### src/rtl/rr_arb_defs.vh
// Shared FSM state encodings for the round-robin arbiter.
`ifndef RR_ARB_DEFS_VH
`define RR_ARB_DEFS_VH

`define RR_ARB_IDLE  1'b0
`define RR_ARB_GRANT 1'b1

`endif

### src/rtl/rr_arb_sel_pkg.sv
// Common types for the round-robin arbiter with mux select output.
`include "rr_arb_defs.vh"

package rr_arb_sel_pkg;

    typedef enum logic {
        ST_IDLE  = `RR_ARB_IDLE,
        ST_GRANT = `RR_ARB_GRANT
    } state_t;

endpackage

### src/rtl/rr_pick.sv
// Rotating-priority search: first set request at ptr, ptr+1, ... modulo P_NUM_REQ.
module rr_pick #(
    parameter int P_NUM_REQ = 4
) (
    input  logic [P_NUM_REQ-1:0]         req,
    input  logic [$clog2(P_NUM_REQ)-1:0] ptr,
    output logic [$clog2(P_NUM_REQ)-1:0] idx,
    output logic                         found
);

    localparam int SW = $clog2(P_NUM_REQ);

    logic [SW-1:0]        cand [P_NUM_REQ];
    logic [P_NUM_REQ-1:0] hit;

    // One extra bit on the sum so ptr+offset cannot overflow before the modulo fold.
    genvar gi;
    generate
        for (gi = 0; gi < P_NUM_REQ; gi++) begin : g_rot
            logic [SW:0] sum;
            assign sum       = {1'b0, ptr} + (SW+1)'(gi);
            assign cand[gi]  = (sum >= (SW+1)'(P_NUM_REQ)) ? SW'(sum - (SW+1)'(P_NUM_REQ))
                                                            : SW'(sum);
            assign hit[gi]   = req[cand[gi]];
        end
    endgenerate

    // Descending scan so the smallest offset from ptr is written last and wins.
    always_comb begin
        idx   = '0;
        found = 1'b0;
        for (int i = P_NUM_REQ - 1; i >= 0; i--) begin
            if (hit[i]) begin
                idx   = cand[i];
                found = 1'b1;
            end
        end
    end

endmodule

### src/rtl/rr_arb_sel.sv
// Round-robin arbiter with bounded hold time and registered one-hot grant / binary select.
module rr_arb_sel
    import rr_arb_sel_pkg::*;
#(
    parameter int P_NUM_REQ  = 4,
    parameter int P_MAX_HOLD = 8
) (
    input  logic                         i_clk,
    input  logic                         i_rst,
    input  logic [P_NUM_REQ-1:0]         i_req,
    output logic [P_NUM_REQ-1:0]         o_gnt,
    output logic [$clog2(P_NUM_REQ)-1:0] o_sel,
    output logic                         o_valid
);

    localparam int SW = $clog2(P_NUM_REQ);
    localparam int HW = $clog2(P_MAX_HOLD + 1);

    state_t               state_reg, state_next;
    logic [SW-1:0]        ptr_reg, ptr_next;
    logic [HW-1:0]        hcnt_reg, hcnt_next;
    logic [P_NUM_REQ-1:0] gnt_reg, gnt_next;
    logic [SW-1:0]        sel_reg, sel_next;
    logic                 valid_reg, valid_next;

    logic [SW-1:0] win_idx;
    logic          win_found;
    logic          release_now;
    logic          take_new;

    rr_pick #(
        .P_NUM_REQ(P_NUM_REQ)
    ) u_pick (
        .req  (i_req),
        .ptr  (ptr_reg),
        .idx  (win_idx),
        .found(win_found)
    );

    // The owner gives up the mux when it drops its request or exhausts its hold budget.
    assign release_now = !i_req[sel_reg] || (hcnt_reg == HW'(P_MAX_HOLD));

    always_comb begin
        state_next = state_reg;
        ptr_next   = ptr_reg;
        hcnt_next  = hcnt_reg;
        gnt_next   = gnt_reg;
        sel_next   = sel_reg;
        valid_next = valid_reg;
        take_new   = 1'b0;

        case (state_reg)
            ST_IDLE: begin
                if (win_found) begin
                    take_new = 1'b1;
                end
            end
            ST_GRANT: begin
                if (!release_now) begin
                    hcnt_next = hcnt_reg + HW'(1);
                end else if (win_found) begin
                    take_new = 1'b1;
                end else begin
                    state_next = ST_IDLE;
                    gnt_next   = '0;
                    valid_next = 1'b0;
                    hcnt_next  = '0;
                end
            end
            default: begin
                state_next = ST_IDLE;
            end
        endcase

        // The new winner moves to the back of the rotation, so a timed-out owner
        // is only regranted when nobody else is asking.
        if (take_new) begin
            state_next        = ST_GRANT;
            sel_next          = win_idx;
            gnt_next          = '0;
            gnt_next[win_idx] = 1'b1;
            valid_next        = 1'b1;
            hcnt_next         = HW'(1);
            ptr_next          = (win_idx == SW'(P_NUM_REQ - 1)) ? '0 : win_idx + SW'(1);
        end
    end

    always_ff @(posedge i_clk) begin
        if (i_rst) begin
            state_reg <= ST_IDLE;
            ptr_reg   <= '0;
            hcnt_reg  <= '0;
            gnt_reg   <= '0;
            sel_reg   <= '0;
            valid_reg <= 1'b0;
        end else begin
            state_reg <= state_next;
            ptr_reg   <= ptr_next;
            hcnt_reg  <= hcnt_next;
            gnt_reg   <= gnt_next;
            sel_reg   <= sel_next;
            valid_reg <= valid_next;
        end
    end

    assign o_gnt   = gnt_reg;
    assign o_sel   = sel_reg;
    assign o_valid = valid_reg;

endmodule
### config.mk
export PLATFORM = sky130hd
export DESIGN_NAME = rr_arb_sel
export DESIGN_NICKNAME = d
export VERILOG_FILES = /design/src/rtl/rr_arb_sel_pkg.sv /design/src/rtl/rr_pick.sv /design/src/rtl/rr_arb_sel.sv
export VERILOG_INCLUDE_DIRS = /design/src /design/src/rtl
export SDC_FILE = /design/constraint.sdc
export NUM_CORES = 1
export LEC_CHECK = 0
export CAP_MARGIN = 20
export CORE_AREA = 5 5 55 77
export DETAILED_ROUTE_END_ITERATION = 6
export DIE_AREA = 0 0 60 82
export HOLD_SLACK_MARGIN = 0.05
export PLACE_DENSITY = 0.52
export SYNTH_ARGS = -nofsm -noshare
export SYNTH_HDL_FRONTEND = slang
export SYNTH_SLANG_ARGS = --single-unit
### constraint.sdc
create_clock -name i_clk -period 2.6 [get_ports i_clk]
set_clock_uncertainty 0.2 [all_clocks]
set_input_delay 0.78 -clock i_clk [delete_from_list [all_inputs] [get_ports i_clk]]
set_output_delay 0.78 -clock i_clk [all_outputs]
set_load 0.01 [all_outputs]
==> results of run 1 <==
[layout make-up]
cell class / count / area (um^2) / share of cell area [%]
multi-input cells: 67 / 515 / 44.4
flip-flops and latches: 14 / 280 / 24.2
repair buffers: 27 / 233 / 20.1
clock buffers: 3 / 41.3 / 3.56
inverters: 10 / 37.5 / 3.24
well taps: 42 / 52.6 / 4.53
[worst min path at each step]
| stage | startpoint | end | slack (ns) | cells after the start |
|---|---|---|---|---|
| final | o_gnt[3] | o_gnt[3] | 0.26 | 2 |
| after floorplan | ptr_reg[0] | ptr_reg[0] | 0.26 | 2 |
| after global placement | o_gnt[0] | o_gnt[0] | 0.26 | 2 |
| after global routing | o_gnt[3] | o_gnt[3] | 0.30 | 2 |
| after CTS | o_gnt[0] | o_gnt[0] | 0.27 | 2 |
| after detailed placement | o_gnt[3] | o_gnt[3] | 0.26 | 2 |
[cells by family (layout without fill, tap and decap cells)]
logic type / Yosys count / after routing
buffers and inverters: 13 / 40
AO/OA/AOI/OAI: 25 / 25
adder cells (fa/ha/maj): 6 / 6
AND/OR/NAND/NOR: 30 / 30
flip-flops: 14 / 14
multiplexers: 6 / 6
[where the power goes]
| part | total (mW) | leakage (nW) | internal (mW) | switching, mW |
|---|---|---|---|---|
| registers | 0.277 | 0.115 | 0.246 | 0.0309 |
| logic | 0.242 | 0.324 | 0.130 | 0.113 |
| clock network | 0.176 | 0.0216 | 0.103 | 0.0733 |
[placed cells by master, fill, tap and decap left out, types with 2 or more instances in the layout]
master,instances
ha_1,6
nand2_1,13
buf_4,15
clkbuf_8,3
inv_1,10
nand4_1,2
a21oi_1,3
o21ai_1,2
dfxtp_1,14
clkdlybuf4s50_1,12
nor2_1,5
mux2i_1,5
o21ai_0,2
o32ai_1,4
[through the flow]
stage / hold WS [ns] / cells
after floorplan: 0.255 / 94
after global placement: 0.256 / 160
after detailed placement: 0.260 / 160
after CTS: 0.267 / 163
after global routing: 0.296 / 163
final: 0.261 / 163
[repair_timing]
item,in CTS,in global routing
endpoints found under the setup margin,0,1
gates resized for setup,0,1
hold buffers,0,0
[critical path: cells and delay by family]
kind	cells	cell delay (ns)
AOI/OAI and AO/OA	2	0.46
adders and majority gates	1	0.15
buffers and inverters	4	0.82
and+or+nand+nor	2	0.14
[layer usage]
metal  vias to the layer above  global-route usage (%)  wire length, um
met1                       345                    8.80              852
li1                        397                       -                -
met2                        12                    18.5             1080
met4                         0                    5.32               47
met3                         5                    1.89               65
met5                         -                       0                0
==> flow_summary.toml, run 1 <==
[critical_path]
r2r_slack_ns = 0.78
worst_path_most_repeated_cell = "inv_1"
r2r_start = "hcnt_reg[0]"
start_kind = "input port"
crit_path_top_delay_cell = "clkdlybuf4s50_1"
crit_path_start = "i_req[0]"
worstPathMaxFanout = 6
endpoint_kind = "flip-flop"
cp-endpoint = "o_gnt[0]"
critical_path_required_ns = 2.55
cp_slowest_stage_delay_ns = 0.55
crit_arrival_ns = 2.36
rr_endpoint = "o_sel[0]"
reg2reg_depth = 6
path_cells = "clkdlybuf4s50_1 > nand2_1 > a21oi_1 > nor3_1 > buf_4 > inv_1 > ha_1 > inv_1 > o32ai_1"
crit_type = "in2reg"

[logic_synthesis]
yosysWarningCount = 0
yosysUniqueCellTypes = 37
ys_ff_latch = 14
syn_area_per_cell_um2 = 8.92
synth_top_family_by_area = "compound AO/OA/AOI/OAI gates"
synth_edf_count = 0
yosysMostFrequentCell = "dfxtp_1"
synthCells = 94
synth_compound_area_share_pct = 25.2
netlist_area_um2 = 838
synth_common_cells = "14 x dfxtp_1, 13 x nand2_1, 10 x inv_1"
yosysTopAreaCell = "dfxtp_1"
synth_nets = 106
yosys-top-cells-area = "dfxtp_1 33%, ha_1 9.0%, mux2i_1 6.0%, nand2_1 5.8%, inv_1 4.5%"
yosys.area_share.adder_pct = 8.96
ys_seq_area_share_pct = 33.4
yosys.area_share.simple_pct = 18.8
synth_top_area_share_pct = 33.4
synthXorXnorAreaFrac_pct = 0
synthMuxAreaShare_pct = 7.76
ys_dominant_reg_cell = "dfxtp_1"
async_flop_share_pct = 0

[final_layout]
fin_util_pct = 33.0
areaGrowthSynthToFinish_pct = 38.4
fill_cells = 370
design_area_mm2 = 0.00116
layout.nets = 135
antenna-diode-count = 0
drive_gt1_share_pct = 24.0

[sta]
min_period_ns = 2.40
worst_pin_slew_ns = 0.393
fin_tns_setup_ns = 0
report.final.slew_viol_count = 0
setup-violations-final = 0
layout_setup_ws_ns = 0.195
fin_crit_sh_pct = 92.5
slew-limit-headroom_pct = 73.8
rsz0062_at_grt = "no"
finalHoldViolCount = 0
max_freq_mhz = 416

[place]
port_buffers = 12
gp_congestion = 0.801
place_area_mm2 = 0.00111
hpwl_mm = 1.60
place_ws_ns = -0.141

[power_and_ir_drop]
power_uw = 695
p_per_area_mw_per_mm2 = 599
p_leak_nw = 0.461
ir_worst_vdd_v = 0.000212

[drt]
via_per_inst = 4.66
drt_pass1_iterations = 4
routed_wl_mm = 2.05
drc = 0
wl_per_cell_um = 12.6
ant_nets = 0
vias = 759
drt_iter0_drc = 9

[grt]
grt.overflow.total = 0
grt_max_degree = 12
grt_pass1_vias = 806
grt_pass1_wl_mm = 3.49
grt.total_usage_pct = 9.52
antenna_found_initial = 0

[clock_network]
max-clock-path-buffers = 2
cts_tree = "built"
ctsHtreeMaxLevel = 1
cts_buffers = 3
path_clk_slew_ns = 0.05
cts_num_sinks = 14
clk_latency_ns = 0.24
root_buffer = "clkbuf_8"
cts_setup_buffers = 0

[floorplanning]
ios = 13
rows = 26
core-area_mm2 = 0.00351
initial_core_util_pct = 23.9
die_w_um = 60
die-area_mm2 = 0.00492
chipHeight_um = 82

[job]
max_cap_violations = 0

[outcome]
status = "completed"

[min_path]
hp-class = "reg2reg"
No activity file was read; power rests on OpenSTA's default activity.
==> inputs of run 2 (changes only) <==
GPL_TIMING_DRIVEN = 0   (was default)
==> run 2 against run 1 <==
Sequential power decreased by 4%. Via count down 4.6%. Core utilization is 2.2 points lower. Register-to-register slack got worse by 0.22 ns. Clock-buffer cell count rose by 1. Critical path type unchanged. Largest cell class unchanged.
==> flow_summary.toml, run 2 (same netlist as run 1, synthesis figures left out) <==
[place]
port_buffers = 12
place_ws_ns = -0.353
hpwl_mm = 1.60
gp_congestion = 0.751

[critical_path]
crit_arrival_ns = 2.36
crit_type = "in2reg"
cp-endpoint = "o_sel[0]"
worstPathMaxFanout = 7
r2r_start = "ptr_reg[1]"
r2r_slack_ns = 0.56
critical_path_required_ns = 2.53
rr_endpoint = "o_gnt[1]"
start_kind = "input port"
reg2reg_depth = 7
crit_path_start = "i_req[3]"
cp_slowest_stage_delay_ns = 0.53
crit_path_top_delay_cell = "clkdlybuf4s50_1"
path_cells = "clkdlybuf4s50_1 > mux2i_1 > o22ai_4 > a21oi_4 > mux2_4"
endpoint_kind = "flip-flop"

[floorplanning]
die-area_mm2 = 0.00492
die_w_um = 60
chipHeight_um = 82
initial_core_util_pct = 23.9
rows = 26
ios = 13
core-area_mm2 = 0.00351

[grt]
grt.total_usage_pct = 9.45
grt.overflow.total = 0
grt_max_degree = 11
antenna_found_initial = 0
grt_pass1_wl_mm = 3.50
grt_pass1_vias = 776

[sta]
setup-violations-final = 0
min_period_ns = 2.43
slew-limit-headroom_pct = 66.8
rsz0062_at_grt = "no"
max_freq_mhz = 412
report.final.slew_viol_count = 0
hold_slack_ns = 0.260
finalHoldViolCount = 0
fin_crit_sh_pct = 93.4
worst_pin_slew_ns = 0.498
layout_setup_ws_ns = 0.171

[clock_network]
max-clock-path-buffers = 2
path_clk_slew_ns = 0.06
cts_setup_buffers = 0
clk_latency_ns = 0.24
cts_buffers = 3
cts_tree = "built"
ctsHtreeMaxLevel = 1
root_buffer = "clkbuf_8"
cts_num_sinks = 14

[outcome]
status = "completed"

[power_and_ir_drop]
p_comb_share_pct = 31.9
switchingPower_uw = 221
ir_worst_vdd_v = 0.000154
p_clk_share_pct = 30.3
seq_power_share_pct = 37.8
power_uw = 704
p_leak_nw = 0.417
p_per_area_mw_per_mm2 = 650
internal_power_uw = 483
p_sw_share_pct = 31.3

[drt]
ant_nets = 0
wl_per_cell_um = 13.2
drt_iter0_drc = 7
drt_pass1_iterations = 6
routed_wl_mm = 2.00
via_per_inst = 4.76
vias = 724
drc = 0

[final_layout]
drive_gt1_share_pct = 14.5
layout.nets = 123
fill_cells = 373
regArea_um2 = 280
antenna-diode-count = 0
fin_util_pct = 30.8
final_cell_mix = "14 x dfxtp_1, 13 x nand2_1, 10 x inv_1, 10 x clkdlybuf4s50_1, 6 x ha_1"
areaGrowthSynthToFinish_pct = 29.1
final_common_cell = "dfxtp_1"
multiInputGateArea_um2 = 520

[min_path]
hp-class = "reg2reg"

[job]
max_cap_violations = 0
-- run 2: worst min path at each step --
stage | start | to | slack, ns | cells past startpoint
2_1_floorplan | ptr_reg[0] | ptr_reg[0] | 0.26 | 2
5_1_grt | o_gnt[1] | o_gnt[1] | 0.30 | 2
3_5_place_dp | o_gnt[2] | o_gnt[2] | 0.26 | 2
3_3_place_gp | o_gnt[0] | o_gnt[0] | 0.26 | 2
4_1_cts | o_gnt[2] | o_gnt[2] | 0.27 | 2
6_report | o_gnt[2] | o_gnt[2] | 0.26 | 2
-- run 2: per-stage QoR --
stage,cell area (um^2),std cells,TNS (ns)
after floorplan,838,94,0
after global placement,1010,148,-1.07
after detailed placement,1010,148,-1.52
after CTS,1080,152,0
after global routing,1080,152,0
final,1080,152,0
-- run 2: power by group through the flow --
stage | Combinational [mW] | Clock (mW) | Sequential (mW)
after CTS | 0.228 | 0.218 | 0.267
after global placement | 0.214 | 0 | 0.270
final | 0.224 | 0.213 | 0.266
after floorplan | 0.135 | 0 | 0.275
after detailed placement | 0.222 | 0 | 0.271
after global routing | 0.249 | 0.232 | 0.272
-- run 2: cell type report --
| type | instances | area share, % |
|---|---|---|
| multi-input combinational | 67 | 48.1 |
| sequential | 14 | 25.9 |
| timing repair buffer | 12 | 11.6 |
| clock buffer | 4 | 5.09 |
| tap | 42 | 4.86 |
| inverter | 10 | 3.47 |
| buffer | 3 | 1.04 |
-- run 2: metal layers --
metal / share of wire [%] / GRT usage [%]
met1: 39 / 9.64
met2: 57 / 17.5
met3: 3.0 / 2.04
met4: 0.90 / 4.66
met5: 0 / 0
-- run 2: repair_timing --
item | CTS | global route
endpoints found under the setup margin | 4 | 3
hold buffers | 0 | 0
gates resized for setup | 2 | 2
-- run 2: worst max-delay path, delay by kind of cell --
kind                   cells  cell delay (ns)
AOI/OAI and AO/OA          2             0.39
muxes                      2             0.66
buffers and inverters      1             0.53
